File: src/rtl/mc_control_if.sv
// Control bundle between the multi-cycle control unit and the MIPS datapath.
// Latency: pure wiring, no storage.
// Backpressure: none; halt is the only throttle and it acts at instruction boundaries.
interface mc_control_if #(
    parameter int CNT_W = 32
);
    logic [5:0]       op;
    logic [5:0]       func;
    logic             halt;
    logic             IRWr;
    logic             PCWr;
    logic             RegWr;
    logic             ExtOp;
    logic [2:0]       ALUctr;
    logic             ALUsrc;
    logic             MemWr;
    logic             RegDst;
    logic             MemtoReg;
    logic             branch;
    logic             jump;
    logic             illegal;
    logic [CNT_W-1:0] instret;

    // Control unit side: consumes IR fields and halt, drives every strobe.
    modport master (
        input  op, func, halt,
        output IRWr, PCWr, RegWr, ExtOp, ALUctr, ALUsrc, MemWr,
               RegDst, MemtoReg, branch, jump, illegal, instret
    );

    // Datapath side: exports IR fields and halt, consumes every strobe.
    modport slave (
        output op, func, halt,
        input  IRWr, PCWr, RegWr, ExtOp, ALUctr, ALUsrc, MemWr,
               RegDst, MemtoReg, branch, jump, illegal, instret
    );
endinterface

File: src/rtl/mc_control.sv
// Multi-cycle MIPS control FSM (IF/ID/EX/MEM/WB) with retired-instruction counter; MC_CTRL_TRAP_EN enables TRAP on illegal ops.
// Latency: 4 cycles j/beq, 5 sw/R-type/ori/addiu, 6 lw, IDLE to IDLE; strobes are Moore outputs of the registered state.
// Backpressure: halt is sampled only in IDLE and holds the FSM there; an instruction in flight always completes.
module mc_control #(
    parameter int CNT_W = 32
) (
    input  logic          clk,
    input  logic          rst_n,
    mc_control_if.master  bus
);
    localparam logic [5:0] OP_R     = 6'b000000;
    localparam logic [5:0] OP_ORI   = 6'b001101;
    localparam logic [5:0] OP_ADDIU = 6'b001001;
    localparam logic [5:0] OP_LW    = 6'b100011;
    localparam logic [5:0] OP_SW    = 6'b101011;
    localparam logic [5:0] OP_BEQ   = 6'b000100;
    localparam logic [5:0] OP_J     = 6'b000010;

    localparam logic [2:0] ALU_ADDU = 3'b000;
    localparam logic [2:0] ALU_ADD  = 3'b001;
    localparam logic [2:0] ALU_OR   = 3'b010;
    localparam logic [2:0] ALU_SUBU = 3'b100;
    localparam logic [2:0] ALU_SUB  = 3'b101;
    localparam logic [2:0] ALU_SLTU = 3'b110;
    localparam logic [2:0] ALU_SLT  = 3'b111;

    typedef enum logic [2:0] {S_IDLE, S_IF, S_ID, S_EX, S_MEM, S_WB, S_TRAP} state_t;

    state_t           state_q, state_d;
    logic [5:0]       op_q, func_q;
    logic [CNT_W-1:0] instret_q;
    logic             in_legal;
    logic [2:0]       alu_ctr;
    logic             alu_src, ext_op;
    logic             irwr, pcwr, regwr, extop, alusrc, memwr, regdst, memtoreg, br, jp;
    logic [2:0]       aluctr;

    // Legality check on the live IR fields, used for the ID-state decision.
    always_comb begin
        in_legal = 1'b0;
        case (bus.op)
            OP_R: begin
                case (bus.func)
                    6'b100001, 6'b100000, 6'b100011,
                    6'b100010, 6'b101011, 6'b101010: in_legal = 1'b1;
                    default:                         in_legal = 1'b0;
                endcase
            end
            OP_ORI, OP_ADDIU, OP_LW, OP_SW, OP_BEQ, OP_J: in_legal = 1'b1;
            default: in_legal = 1'b0;
        endcase
    end

    // ALU control decode from the fields latched in ID, so EX/MEM/WB stay stable.
    always_comb begin
        alu_ctr = ALU_ADDU;
        alu_src = 1'b0;
        ext_op  = 1'b0;
        case (op_q)
            OP_R: begin
                case (func_q)
                    6'b100000: alu_ctr = ALU_ADD;
                    6'b100011: alu_ctr = ALU_SUBU;
                    6'b100010: alu_ctr = ALU_SUB;
                    6'b101011: alu_ctr = ALU_SLTU;
                    6'b101010: alu_ctr = ALU_SLT;
                    default:   alu_ctr = ALU_ADDU;
                endcase
            end
            OP_ORI:       begin alu_ctr = ALU_OR;   alu_src = 1'b1; end
            OP_ADDIU:     begin alu_ctr = ALU_ADDU; alu_src = 1'b1; ext_op = 1'b1; end
            OP_LW, OP_SW: begin alu_ctr = ALU_ADDU; alu_src = 1'b1; ext_op = 1'b1; end
            OP_BEQ:       alu_ctr = ALU_SUBU;
            default:      alu_ctr = ALU_ADDU;
        endcase
    end

    // State register and decode latch; decode regs capture the IR on the edge leaving ID.
    always_ff @(posedge clk or negedge rst_n) begin
        if (!rst_n) begin
            state_q <= S_IDLE;
            op_q    <= 6'd0;
            func_q  <= 6'd0;
        end else begin
            state_q <= state_d;
            if (state_q == S_ID) begin
                op_q   <= bus.op;
                func_q <= bus.func;
            end
        end
    end

    // Next-state and Moore strobes; ALU controls stay asserted through MEM/WB so ALUout remains valid.
    always_comb begin
        state_d  = state_q;
        irwr     = 1'b0;
        pcwr     = 1'b0;
        regwr    = 1'b0;
        extop    = 1'b0;
        aluctr   = 3'b000;
        alusrc   = 1'b0;
        memwr    = 1'b0;
        regdst   = 1'b0;
        memtoreg = 1'b0;
        br       = 1'b0;
        jp       = 1'b0;
        case (state_q)
            S_IDLE: if (!bus.halt) state_d = S_IF;
            S_IF: begin
                irwr    = 1'b1;
                state_d = S_ID;
            end
            S_ID: begin
                if (in_legal) begin
                    state_d = S_EX;
                end else begin
`ifdef MC_CTRL_TRAP_EN
                    state_d = S_TRAP;
`else
                    pcwr    = 1'b1;
                    state_d = S_IDLE;
`endif
                end
            end
            S_EX: begin
                aluctr = alu_ctr;
                alusrc = alu_src;
                extop  = ext_op;
                if (op_q == OP_BEQ) begin
                    br      = 1'b1;
                    pcwr    = 1'b1;
                    state_d = S_IDLE;
                end else if (op_q == OP_J) begin
                    jp      = 1'b1;
                    pcwr    = 1'b1;
                    state_d = S_IDLE;
                end else if (op_q == OP_LW || op_q == OP_SW) begin
                    state_d = S_MEM;
                end else begin
                    state_d = S_WB;
                end
            end
            S_MEM: begin
                aluctr = alu_ctr;
                alusrc = alu_src;
                extop  = ext_op;
                if (op_q == OP_SW) begin
                    memwr   = 1'b1;
                    pcwr    = 1'b1;
                    state_d = S_IDLE;
                end else begin
                    state_d = S_WB;
                end
            end
            S_WB: begin
                aluctr   = alu_ctr;
                alusrc   = alu_src;
                extop    = ext_op;
                regwr    = 1'b1;
                pcwr     = 1'b1;
                regdst   = (op_q == OP_R);
                memtoreg = (op_q == OP_LW);
                state_d  = S_IDLE;
            end
            S_TRAP:  state_d = S_TRAP;
            default: state_d = S_IDLE;
        endcase
    end

    // Retired-instruction counter: one count per PCWr pulse, wrapping naturally.
    always_ff @(posedge clk or negedge rst_n) begin
        if (!rst_n) instret_q <= '0;
        else if (pcwr) instret_q <= instret_q + CNT_W'(1);
    end

`ifdef MC_CTRL_TRAP_EN
    logic illegal_q;
    // Sticky illegal flag, set on the edge that enters TRAP.
    always_ff @(posedge clk or negedge rst_n) begin
        if (!rst_n) illegal_q <= 1'b0;
        else if (state_q == S_ID && !in_legal) illegal_q <= 1'b1;
    end
    assign bus.illegal = illegal_q;
`else
    assign bus.illegal = 1'b0;
`endif

    assign bus.IRWr     = irwr;
    assign bus.PCWr     = pcwr;
    assign bus.RegWr    = regwr;
    assign bus.ExtOp    = extop;
    assign bus.ALUctr   = aluctr;
    assign bus.ALUsrc   = alusrc;
    assign bus.MemWr    = memwr;
    assign bus.RegDst   = regdst;
    assign bus.MemtoReg = memtoreg;
    assign bus.branch   = br;
    assign bus.jump     = jp;
    assign bus.instret  = instret_q;
endmodule
File: src/flat_wrapper.sv
// flat-port wrapper written by rule: the top's interface ports become plain ports
module mc_control_flat 
#(
    parameter int CNT_W = 32
)
  (clk, rst_n, bus_op, bus_func, bus_halt, bus_IRWr, bus_PCWr, bus_RegWr, bus_ExtOp, bus_ALUctr, bus_ALUsrc, bus_MemWr, bus_RegDst, bus_MemtoReg, bus_branch, bus_jump, bus_illegal, bus_instret);
  mc_control_if #(.CNT_W(CNT_W)) bus_i ();
  input  logic clk;
  input  logic rst_n;
  input wire logic [$bits(bus_i.op)-1:0] bus_op;
  input wire logic [$bits(bus_i.func)-1:0] bus_func;
  input wire logic [$bits(bus_i.halt)-1:0] bus_halt;
  output wire logic [$bits(bus_i.IRWr)-1:0] bus_IRWr;
  output wire logic [$bits(bus_i.PCWr)-1:0] bus_PCWr;
  output wire logic [$bits(bus_i.RegWr)-1:0] bus_RegWr;
  output wire logic [$bits(bus_i.ExtOp)-1:0] bus_ExtOp;
  output wire logic [$bits(bus_i.ALUctr)-1:0] bus_ALUctr;
  output wire logic [$bits(bus_i.ALUsrc)-1:0] bus_ALUsrc;
  output wire logic [$bits(bus_i.MemWr)-1:0] bus_MemWr;
  output wire logic [$bits(bus_i.RegDst)-1:0] bus_RegDst;
  output wire logic [$bits(bus_i.MemtoReg)-1:0] bus_MemtoReg;
  output wire logic [$bits(bus_i.branch)-1:0] bus_branch;
  output wire logic [$bits(bus_i.jump)-1:0] bus_jump;
  output wire logic [$bits(bus_i.illegal)-1:0] bus_illegal;
  output wire logic [$bits(bus_i.instret)-1:0] bus_instret;
  assign bus_i.op = bus_op;
  assign bus_i.func = bus_func;
  assign bus_i.halt = bus_halt;
  assign bus_IRWr = bus_i.IRWr;
  assign bus_PCWr = bus_i.PCWr;
  assign bus_RegWr = bus_i.RegWr;
  assign bus_ExtOp = bus_i.ExtOp;
  assign bus_ALUctr = bus_i.ALUctr;
  assign bus_ALUsrc = bus_i.ALUsrc;
  assign bus_MemWr = bus_i.MemWr;
  assign bus_RegDst = bus_i.RegDst;
  assign bus_MemtoReg = bus_i.MemtoReg;
  assign bus_branch = bus_i.branch;
  assign bus_jump = bus_i.jump;
  assign bus_illegal = bus_i.illegal;
  assign bus_instret = bus_i.instret;
  mc_control #(.CNT_W(CNT_W)) u_core (.clk(clk), .rst_n(rst_n), .bus(bus_i));
endmodule
File: config.mk
export PLATFORM = sky130hd
export DESIGN_NAME = mc_control_flat
export DESIGN_NICKNAME = d
export VERILOG_FILES = /design/src/rtl/mc_control_if.sv /design/src/rtl/mc_control.sv /design/src/flat_wrapper.sv
export SDC_FILE = /design/constraint.sdc
export NUM_CORES = 1
export LEC_CHECK = 0
export BUFFER_PORTS_ARGS = -buffer_cell sky130_fd_sc_hd__buf_2
export CAP_MARGIN = 20
export CORE_ASPECT_RATIO = 1.4
export CORE_MARGIN = 2
export CORE_UTILIZATION = 40
export CTS_BUF_LIST = sky130_fd_sc_hd__clkbuf_2
export DETAILED_ROUTE_END_ITERATION = 8
export SLEW_MARGIN = 0
export SYNTH_ARGS = -nofsm -noshare
export SYNTH_HDL_FRONTEND = slang
export SYNTH_SLANG_ARGS = --single-unit
export TNS_END_PERCENT = 20
File: constraint.sdc
create_clock -name clk -period 6.73 [get_ports clk]
set_clock_uncertainty 0.15 [all_clocks]
set_input_delay 1.346 -clock clk [delete_from_list [all_inputs] [get_ports clk]]
set_output_delay 1.346 -clock clk [all_outputs]
set_load 0.005 [all_outputs]
Word level (Yosys, flattened, before mapping)
Cells that the tools add are included.

storage, ports and cells
  memories kept = 0
  RAM bits = 0
  output and inout bits = 46
  word-level logic and storage cells = 74
  bits of input ports = 15
  ROM bits = 0
  bits in latches = 0
  bits in registers = 47

operators by class
  eq/ne operators = 30
  add/sub/neg operators = 1
  magnitude comparators = 0
  divide/modulo/power cells = 0
  shift operators = 0
  multipliers = 0
  reduce and logical (&&, ||, !) cells = 9
  bitwise operators = 0
  mux-type cells = 30

operators with widths
  cell                                                              count
  6-bit == test (second input constant)                             15
  32-bit by 1-bit adder with 32-bit output (second input constant)  1
  6-bit by 4-bit == test with 1-bit output (second input constant)  4
  1-bit two-way mux                                                 19
  3-bit case mux with 6 select lines                                1
  3-bit two-way mux                                                 5
  3-bit case mux with 5 select lines                                1
  6-bit by 2-bit == test with 1-bit output (second input constant)  2
  6-bit by 3-bit == test with 1-bit output (second input constant)  2
  6-bit logical NOT                                                 2
  6-bit OR reduction                                                2
  3-bit == test (second input constant)                             3
  3-bit case mux with 3 select lines                                1
  3-bit by 2-bit == test with 1-bit output (second input constant)  2
  3-bit OR reduction                                                2
  1-bit case mux with 4 select lines                                1
  4-bit OR reduction                                                1
  3-bit by 1-bit == test with 1-bit output (second input constant)  1
  3-bit logical NOT                                                 1
  2-bit two-way mux                                                 1
  2-bit != test (second input constant)                             1
  1-bit case mux with 2 select lines                                1
  1-bit logical OR                                                  1

Logic depth before layout (Yosys ltp)
Gate-level depths: netlist of the first run.

  word-level depth = 6
  mapped depth = 9
  gate-level depth less buffers = 6

Worst setup path before layout of the first run
Ideal clock, no wire load.

  kind = input to output
  start point = in bus_op[1]
  end point = out bus_PCWr
  required time = 5.234 ns
  cell stages on the path = 5
  arrival time = 2.346 ns
  buffers on the path = 1
  setup slack = 2.888 ns
  cells stage by stage = nor4_1 -> o2111ai_1 -> nand4_1 -> buf_2 -> nand2_1

between the ends
  word-level cells in the longest chain between the ends = 5
  elaborated cells on any way between the ends = 11
  classes of those cells = eq/ne (6); mux (3); reduce/logical (2)

RTL lines
  item                                                              line                source
  from (decl)                                                       flat_wrapper.sv:10  input wire logic [$bits(bus_i.op)-1:0] bus_op;
  6-bit by 4-bit == test with 1-bit output (tied with other cells)  mc_control.sv:41    case (bus.op)
  6-bit OR reduction                                                mc_control.sv:41
  1-bit case mux with 2 select lines (*)                            mc_control.sv:41
  1-bit two-way mux (*)                                             mc_control.sv:114   if (in_legal) begin
  1-bit case mux with 4 select lines (*)                            mc_control.sv:107   case (state_q)
  to (decl)                                                         flat_wrapper.sv:14  output wire logic [$bits(bus_i.PCWr)-1:0] bus_PCWr;

Every way passes the cells marked *; elsewhere a longest branch is shown, timed or not.

Worst setup path after layout of the first run
Same ends and word-level chain as after synthesis.

==> impl_metrics.env, run 1 <==
export IMPL_worstSetupStartpointType="input port"
export IMPL_fill_cells=646
export IMPL_drtIter0Drc=65
export IMPL_design_area_um2=3060
export IMPL_ys_ff_latch=47
export IMPL_drive_above_1_share=0.313
export IMPL_grt_antenna_before_repair=0
export IMPL_rsz0062_at_grt="no"
export IMPL_status="complete, no violations"
export IMPL_async_flop_share=1.00
export IMPL_track_usage=0.165
export IMPL_power_density_nw_per_um2=306
export IMPL_start_util=0.408
export IMPL_grt_pass1_vias=2034
export IMPL_worst_pin_slew_ps=873
export IMPL_slew_violations=0
export IMPL_cts_hold_buf=0
export IMPL_drtPass1Iterations=4
export IMPL_cap_viol_max_count=0
export IMPL_finalSetupViolCount=0
export IMPL_synth_edf_count=0
export IMPL_multi_input_area_um2=1380
export IMPL_gp_congestion=0.811
export IMPL_final_cell_mix="buf_2, dfrtp_1, xor2_1"
export IMPL_area_delta_synth_final_pct=15.1
export IMPL_overflow=0
export IMPL_yosysTopAreaCellShare=0.442
export IMPL_cts_htree_levels=2
export IMPL_synth_largest_area_cell="dfrtp_1"
export IMPL_hold_path_class="reg -> reg"
export IMPL_cp_startpoint="bus_op[1]"
export IMPL_design_portCount=61
export IMPL_clkLatencyLatePin_ps=430
export IMPL_finalSetupTns_ps=0
export IMPL_slew_headroom=0.412
export IMPL_via_count=2125
export IMPL_synth_main_ff_cell="dfrtp_1"
export IMPL_yosys_warnings=0
export IMPL_via_per_inst=5.58
export IMPL_core_area_um2=6530
export IMPL_drcViolationCount=0
export IMPL_register_area_um2=1180
export IMPL_worst_ir_drop_vdd_uv=197
export IMPL_nNetsFinal=322
export IMPL_cp_arrival_ps=2770
export IMPL_fp_dieW_um=72.9
export IMPL_hold_worst_slack_ps=346
export IMPL_cts_sinks=47
export IMPL_cts_inserted_buffers=5
export IMPL_syn_nets=266
export IMPL_clockBufferDepth=2
export IMPL_dp_final_hpwl_um=4160
export IMPL_synth_cell_types=48
export IMPL_grt_pass1_wl_um=9600
export IMPL_rows=35
export IMPL_die_area_um2=7330
export IMPL_fin_crit_sh=0.633
export IMPL_cp_max_fo=31
export IMPL_cts_root_buf="clkbuf_2"
export IMPL_grt_max_degree=48
export IMPL_netlist_area_um2=2660
export IMPL_path_class="in -> out"
export IMPL_io_buffers=59
export IMPL_post_cts_buffers=0
export IMPL_worstPathRequired_ps=5230
export IMPL_seq_area_frac_synth=0.442
export IMPL_cts_resized_gates=0
export IMPL_postRouteAntennaNets=0
export IMPL_synth_area_top_cells="dfrtp_1, xor2_1, mux2_2"
export IMPL_finalHoldViolations=0
export IMPL_min_period_ps=4260
export IMPL_wl_per_cell_um=15.1
export IMPL_cts_clk_slew_worst_paths_ps=250
export IMPL_r2r_start="u_core.bus.instret[0]"
export IMPL_end_kind="output pin"
export IMPL_place_area_um2=2990
export IMPL_hold_path_startpoint="u_core.bus.instret[31]"
export IMPL_cts_tree="built"
export IMPL_routed_wl_um=5740
export IMPL_diodes=0
export IMPL_fmax_ghz=0.235
export IMPL_netlist_instances=250
export IMPL_leakagePower_nw=1.11
export IMPL_avgSynthCellArea_um2=10.6
export IMPL_die_y_um=100
export IMPL_final_common_cell="buf_2"
## worst paths after layout
kind,slack (ps),depth (start not counted),end
min,350,1,u_core.bus.instret[31]
min reg2reg,350,1,u_core.bus.instret[31]
max reg2reg,4130,6,u_core.bus.instret[30]
min in group asynchronous,600,1,u_core.bus.instret[27]
max,2470,7,bus_PCWr
max in group asynchronous,5330,2,u_core.bus.instret[10]
## synthesized netlist by cell type, drive strengths merged, types with 3 or more instances
cell type	n
a2111oi	5
a211oi	7
a21oi	20
and3	6
and4	3
buf	9
clkbuf	5
dfrtp	47
inv	6
mux2	13
nand2	14
nand3	15
nand4	15
nor2	10
nor2b	3
nor3	7
nor3b	5
nor4	6
o21ai	4
xnor2	4
xor2	28
## stage by stage
step	cells	setup slack (ps)	power, mW	utilization
floorplan	250	2890	0.721	-
global placement	372	2460	0.817	0.459
detailed placement	372	2480	0.822	0.459
CTS	380	2470	0.949	0.466
global route	381	2290	1.01	0.469
finish	381	2470	0.938	0.469
## registers in the layout (all words and copies together) (netlist names)
name / flops
u_core.bus.instret: 32
u_core.state_q: 3
u_core.op_q: 6
u_core.func_q: 6
## per-layer routing
metal / GRT usage / vias up / part of all wire
met4: 0.0385 / 0 / 0.0099
met1: 0.204 / 1024 / 0.42
met3: 0.0310 / 5 / 0.047
met2: 0.294 / 68 / 0.53
li1: - / 1028 / -
met5: 0 / - / 0
## critical path, stage by stage
cell	delay [ps]
buf_2	120
nor4_1	290
o2111ai_1	170
nand4_1	120
buf_4	360
nand2_1	180
buf_2	170
## logic make-up (layout without fill, tap and decap cells)
kind of cell    Yosys count  after routing  synth area share
compound gates           44             44             0.139
fa+ha+maj                 1              1           0.00470
buf+inv                  20             77            0.0376
mux                      13             13            0.0550
xor+xnor                 32             32             0.105
simple gates             92             92             0.214
other cells               1              1           0.00141
flops                    47             47             0.442
## layout make-up
type                       count  area share
clock buffer                   5     0.00817
tap                           74      0.0302
multi-input combinational    183       0.452
clock inverter                 3     0.00817
timing repair buffer          63       0.110
inverter                       6     0.00735
sequential                    47       0.384
## where the power goes
group	switching, mW	total, mW	internal (mW)
Combinational	0.201	0.357	0.157
Clock	0.0992	0.126	0.0270
Sequential	0.100	0.454	0.354
Total	0.400	0.938	0.537
No activity file was read; power rests on OpenSTA's default activity.
==> run 2, diff against run 1 <==
ABC_AREA = 1   (was not set)
clock period = 3.4 ns   (was 6.73 ns; I/O delays follow)
==> impl_metrics.env, run 2 <==
export IMPL_cts_resized_gates=0
export IMPL_min_period_ps=3060
export IMPL_grt_max_degree=48
export IMPL_cts_tree="built"
export IMPL_cp_arrival_ps=2230
export IMPL_postRouteAntennaNets=0
export IMPL_cts_htree_levels=2
export IMPL_grt_pass1_vias=3110
export IMPL_worst_pin_slew_ps=758
export IMPL_area_delta_synth_final_pct=14.4
export IMPL_cap_viol_max_count=0
export IMPL_worstSetupStartpointType="flop"
export IMPL_netlist_instances=477
export IMPL_cts_hold_buf=0
export IMPL_yosys_warnings=0
export IMPL_drtIter0Drc=178
export IMPL_seq_area_frac_synth=0.375
export IMPL_power_switching_mw=0.735
export IMPL_total_power_mw=1.66
export IMPL_final_util=0.468
export IMPL_rows=38
export IMPL_finalSetupViolCount=0
export IMPL_pwr_share_clk=0.141
export IMPL_end_kind="output pin"
export IMPL_synth_main_ff_cell="dfrtp_1"
export IMPL_cts_sinks=47
export IMPL_synth_edf_count=0
export IMPL_grt_pass1_wl_um=14300
export IMPL_track_usage=0.212
export IMPL_start_util=0.409
export IMPL_yosysTopAreaCellShare=0.375
export IMPL_nNetsFinal=555
export IMPL_rsz0062_at_grt="no"
export IMPL_synth_area_top_cells="dfrtp_1, nand2_1, nor2_1"
export IMPL_ys_ff_latch=47
export IMPL_diodes=0
export IMPL_io_buffers=59
export IMPL_avgSynthCellArea_um2=6.57
export IMPL_design_portCount=61
export IMPL_dp_final_hpwl_um=6420
export IMPL_cts_clk_slew_worst_paths_ps=260
export IMPL_die_y_um=109
export IMPL_comb_power_share=0.389
export IMPL_hold_path_class="in -> async"
export IMPL_clockBufferDepth=2
export IMPL_p_seq_frac=0.470
export IMPL_worstPathRequired_ps=2570
export IMPL_syn_nets=493
export IMPL_netlist_area_um2=3130
export IMPL_gp_congestion=0.925
export IMPL_slew_headroom=0.494
export IMPL_drtPass1Iterations=4
export IMPL_fin_crit_sh=0.899
export IMPL_synth_most_common_cell="nand2_1"
export IMPL_fp_dieW_um=78.8
export IMPL_worst_ir_drop_vdd_uv=286
export IMPL_routed_wl_um=8630
export IMPL_grt_antenna_before_repair=0
export IMPL_via_count=3156
export IMPL_finalSetupTns_ps=0
export IMPL_fmax_ghz=0.327
export IMPL_final_common_cell="nand2_1"
export IMPL_clkLatencyLatePin_ps=430
export IMPL_synth_cell_types=29
export IMPL_cts_inserted_buffers=5
export IMPL_via_per_inst=4.93
export IMPL_p_int_mw=0.922
export IMPL_core_area_um2=7650
export IMPL_yosys_top_cells_count="nand2_1, nor2_1, dfrtp_1, nand3_1, inv_1"
export IMPL_power_density_nw_per_um2=462
export IMPL_slew_violations=0
export IMPL_finalHoldViolations=0
export IMPL_switching_share=0.444
export IMPL_overflow=0
export IMPL_largest_reg_flops=32
export IMPL_drcViolationCount=0
export IMPL_async_flop_share=1.00
export IMPL_path_class="reg -> out"
export IMPL_drive_above_1_share=0.154
export IMPL_synth_largest_area_cell="dfrtp_1"
export IMPL_die_area_um2=8570
export IMPL_status="complete, no violations"
export IMPL_cts_root_buf="clkbuf_2"
export IMPL_wl_per_cell_um=13.5
export IMPL_cp_max_fo=33
export IMPL_leakagePower_nw=1.89
export IMPL_final_cell_mix="nand2_1, nor2_1, buf_2"
run 2: cell count changes in the layout (fill, tap and decap cells not counted), sizes merged, moves of 6 or more:
cell	previous run	this run
mux2	13	0
a211oi	7	0
nand2	14	199
nand3b	0	14
inv	6	34
xor2	28	11
nand3	15	48
o21ai	4	16
nand4	15	3
a21oi	20	1
nor2	10	79
and3	6	0
run 2: cell families after synthesis:
kind of cell | after synthesis | share of synthesized area
buffers and inverters | 46 | 0.0675
AO/OA/AOI/OAI | 17 | 0.0283
flip-flops | 47 | 0.375
AND/OR/NAND/NOR | 350 | 0.482
other | 1 | 0.00120
XOR/XNOR | 15 | 0.0419
adder cells (fa/ha/maj) | 1 | 0.00399
run 2: through the flow:
step	setup slack (ps)	hold slack, ps	cells	area [µm²]
CTS	187	271	636	3540
global placement	515	308	627	3490
finish	343	64.3	640	3590
floorplan	1190	234	477	3130
global route	99.4	43.9	640	3590
detailed placement	423	307	627	3490
run 2: critical path, cell delays in order, from the launching register on:
cell and delay, ps:
dfrtp_1 470, nor2_1 220, nand4_1 230, a21oi_2 310
nor2_4 90, nand2_4 280, buf_2 180
run 2: area by class of cell:
| class | instances | area (µm²) |
|---|---|---|
| fill | 819 | 4070 |
| multi-input combinational | 385 | 1750 |
| sequential | 47 | 1180 |
| timing repair buffer | 65 | 360 |
| inverter | 35 | 131 |
| tap | 100 | 125 |
| clock buffer | 5 | 25.0 |
| clock inverter | 3 | 15.0 |
run 2: worst paths after layout:
kind                                        from                endpoint  slack, ps  cells past startpoint
max                               u_core.op_q[4]                bus_PCWr        340                      6
min reg2reg                     u_core.func_q[5]        u_core.func_q[5]        360                      2
min                                        rst_n  u_core.bus.instret[31]         60                      1
max reg2reg                u_core.bus.instret[0]  u_core.bus.instret[28]       1110                     10
max in group asynchronous                  rst_n       u_core.state_q[2]       2520                      2
min in group clk                     bus_func[5]        u_core.func_q[5]        290                      3
run 2: repair_timing:
action / in CTS / in global routing
gates cloned: 1 / 0
buffers inserted: 0 / 3
setup endpoints to repair: 1 / 1
pin swaps: 1 / 1
run 2: per-layer routing:
layer  global-route usage  share of wire
met1                0.230           0.38
met2                0.405           0.55
met3               0.0364          0.052
met4               0.0813          0.020
met5                    0              0
run 2: power by group through the flow:
stage / combinational, mW / clock, mW / sequential (mW)
after floorplan: 0.485 / 0 / 0.767
after global placement: 0.611 / 0 / 0.783
after detailed placement: 0.626 / 0 / 0.789
after CTS: 0.635 / 0.245 / 0.779
after global routing: 0.739 / 0.272 / 0.799
final: 0.645 / 0.233 / 0.779
==> run 3, diff against run 2 <==
CELL_PAD_IN_SITES_DETAIL_PLACEMENT = 1   (was not set)
CELL_PAD_IN_SITES_GLOBAL_PLACEMENT = 1   (was not set)
CORE_UTILIZATION = 36   (was 40)
PLACE_DENSITY_LB_ADDON = 0.1   (was not set)
==> impl_metrics.env, run 3 (same netlist as run 2, synthesis figures left out) <==
export IMPL_rsz0062_at_grt="no"
export IMPL_slew_headroom=0.496
export IMPL_worst_pin_slew_ps=755
export IMPL_largest_reg_flops=32
export IMPL_cts_resized_gates=0
export IMPL_status="complete, no violations"
export IMPL_cts_inserted_buffers=5
export IMPL_finalSetupViolCount=0
export IMPL_final_common_cell="nand2_1"
export IMPL_drcViolationCount=0
export IMPL_cts_clk_slew_worst_paths_ps=240
export IMPL_leakagePower_nw=1.90
export IMPL_track_usage=0.217
export IMPL_dp_final_hpwl_um=7510
export IMPL_cts_root_buf="clkbuf_2"
export IMPL_cts_tree="built"
export IMPL_final_util=0.421
export IMPL_cp_max_fo=33
export IMPL_finalHoldViolations=0
export IMPL_postRouteAntennaNets=0
export IMPL_routed_wl_um=9890
export IMPL_fill_cells=1161
export IMPL_end_kind="output pin"
export IMPL_worstPathRequired_ps=2570
export IMPL_overflow=0
export IMPL_worst_ir_drop_vdd_uv=293
export IMPL_cts_sinks=47
export IMPL_fp_dieW_um=82.9
export IMPL_diodes=0
export IMPL_io_buffers=59
export IMPL_cts_htree_levels=2
export IMPL_hold_worst_slack_ps=268
export IMPL_cp_arrival_ps=2300
export IMPL_grt_pass1_vias=3342
export IMPL_clockBufferDepth=2
export IMPL_area_delta_synth_final_pct=14.2
export IMPL_wl_per_cell_um=15.4
export IMPL_hold_path_class="in -> reg"
export IMPL_start_util=0.368
export IMPL_drtIter0Drc=132
export IMPL_rows=40
export IMPL_grt_max_degree=48
export IMPL_slowest_stage="dfrtp_1"
export IMPL_die_area_um2=9480
export IMPL_drive_above_1_share=0.154
export IMPL_drtPass1Iterations=4
export IMPL_fmax_ghz=0.319
export IMPL_grt_antenna_before_repair=0
export IMPL_design_portCount=61
export IMPL_fin_crit_sh=0.922
export IMPL_slew_violations=0
export IMPL_die_y_um=114
export IMPL_via_count=3215
export IMPL_worstSetupStartpointType="flop"
export IMPL_gp_congestion=0.845
export IMPL_final_cell_mix="nand2_1, nor2_1, buf_2"
export IMPL_nNetsFinal=554
export IMPL_finalSetupTns_ps=0
export IMPL_min_period_ps=3130
export IMPL_path_class="reg -> out"
export IMPL_path_cells="nor2_1 > nand4_1 > a21oi_2 > nor2_4 > nand2_4 > buf_2"
export IMPL_via_per_inst=4.99
export IMPL_cap_viol_max_count=0
export IMPL_clkLatencyLatePin_ps=440
export IMPL_cpPeakStageDelay_ps=470
export IMPL_power_density_nw_per_um2=469
export IMPL_core_area_um2=8510
export IMPL_grt_pass1_wl_um=16300
run 3: changes by cell type in the layout (fill, tap and decap cells not counted), sizes merged:
| cell | change |
|---|---|
| buf | -2 |
| clkbuf | +2 |
| clkinv | -1 |
| clkinvlp | -1 |
| dlygate4sd3 | +1 |
run 3: where the power goes:
part / switching [mW] / total [mW] / internal (mW)
Sequential: 0.112 / 0.780 / 0.668
Clock: 0.187 / 0.243 / 0.0560
Combinational: 0.457 / 0.658 / 0.201
Total: 0.756 / 1.68 / 0.925
run 3: area by class of cell:
class | count | area [µm²] | area share
flip-flops and latches | 47 | 1180 | 0.329
repair buffers | 64 | 348 | 0.0972
clock inverters | 1 | 5.00 | 0.00140
multi-input cells | 385 | 1750 | 0.490
well taps | 105 | 131 | 0.0367
inverters | 35 | 131 | 0.0367
clock buffers | 7 | 35.0 | 0.00979
run 3: what timing repair did:
item | 4_1_cts | 5_1_grt
buffers inserted | 0 | 1
endpoints found under the hold margin | 0 | 11
pin swaps | 1 | 1
endpoints found under the setup margin | 1 | 1
gates cloned | 1 | 0
hold buffers | 0 | 1
run 3: metal layers:
layer	wire (µm)	GRT usage
met1	3780	0.227
met2	5460	0.426
met3	320	0.0346
met4	335	0.0907
met5	0	0
run 3: final timing paths:
kind                                        from                      to  slack, ps  cells past startpoint
setup / recovery                  u_core.op_q[4]                bus_PCWr        270                      6
hold reg to reg                 u_core.func_q[2]        u_core.func_q[2]        370                      2
setup reg to reg           u_core.bus.instret[0]  u_core.bus.instret[28]       1140                     10
max in group asynchronous                  rst_n  u_core.bus.instret[24]       2110                      3
hold / removal                       bus_func[0]        u_core.func_q[0]        270                      3
min in group asynchronous                  rst_n  u_core.bus.instret[15]        470                      2
run 3: through the flow:
stage	instance area [µm²]	worst slack (ps)	power (mW)	cells
detailed placement	3500	358	1.44	632
CTS	3540	30.2	1.70	641
finish	3580	266	1.68	644
global route	3580	54.7	1.82	644
global placement	3500	426	1.41	632
floorplan	3130	1190	1.25	477
run 3: worst max-delay path, delay by kind of cell (launching register included):
kind	cells	cell delay, ps
compound gates	1	310
buf+inv	1	190
flops	1	470
simple gates	4	890
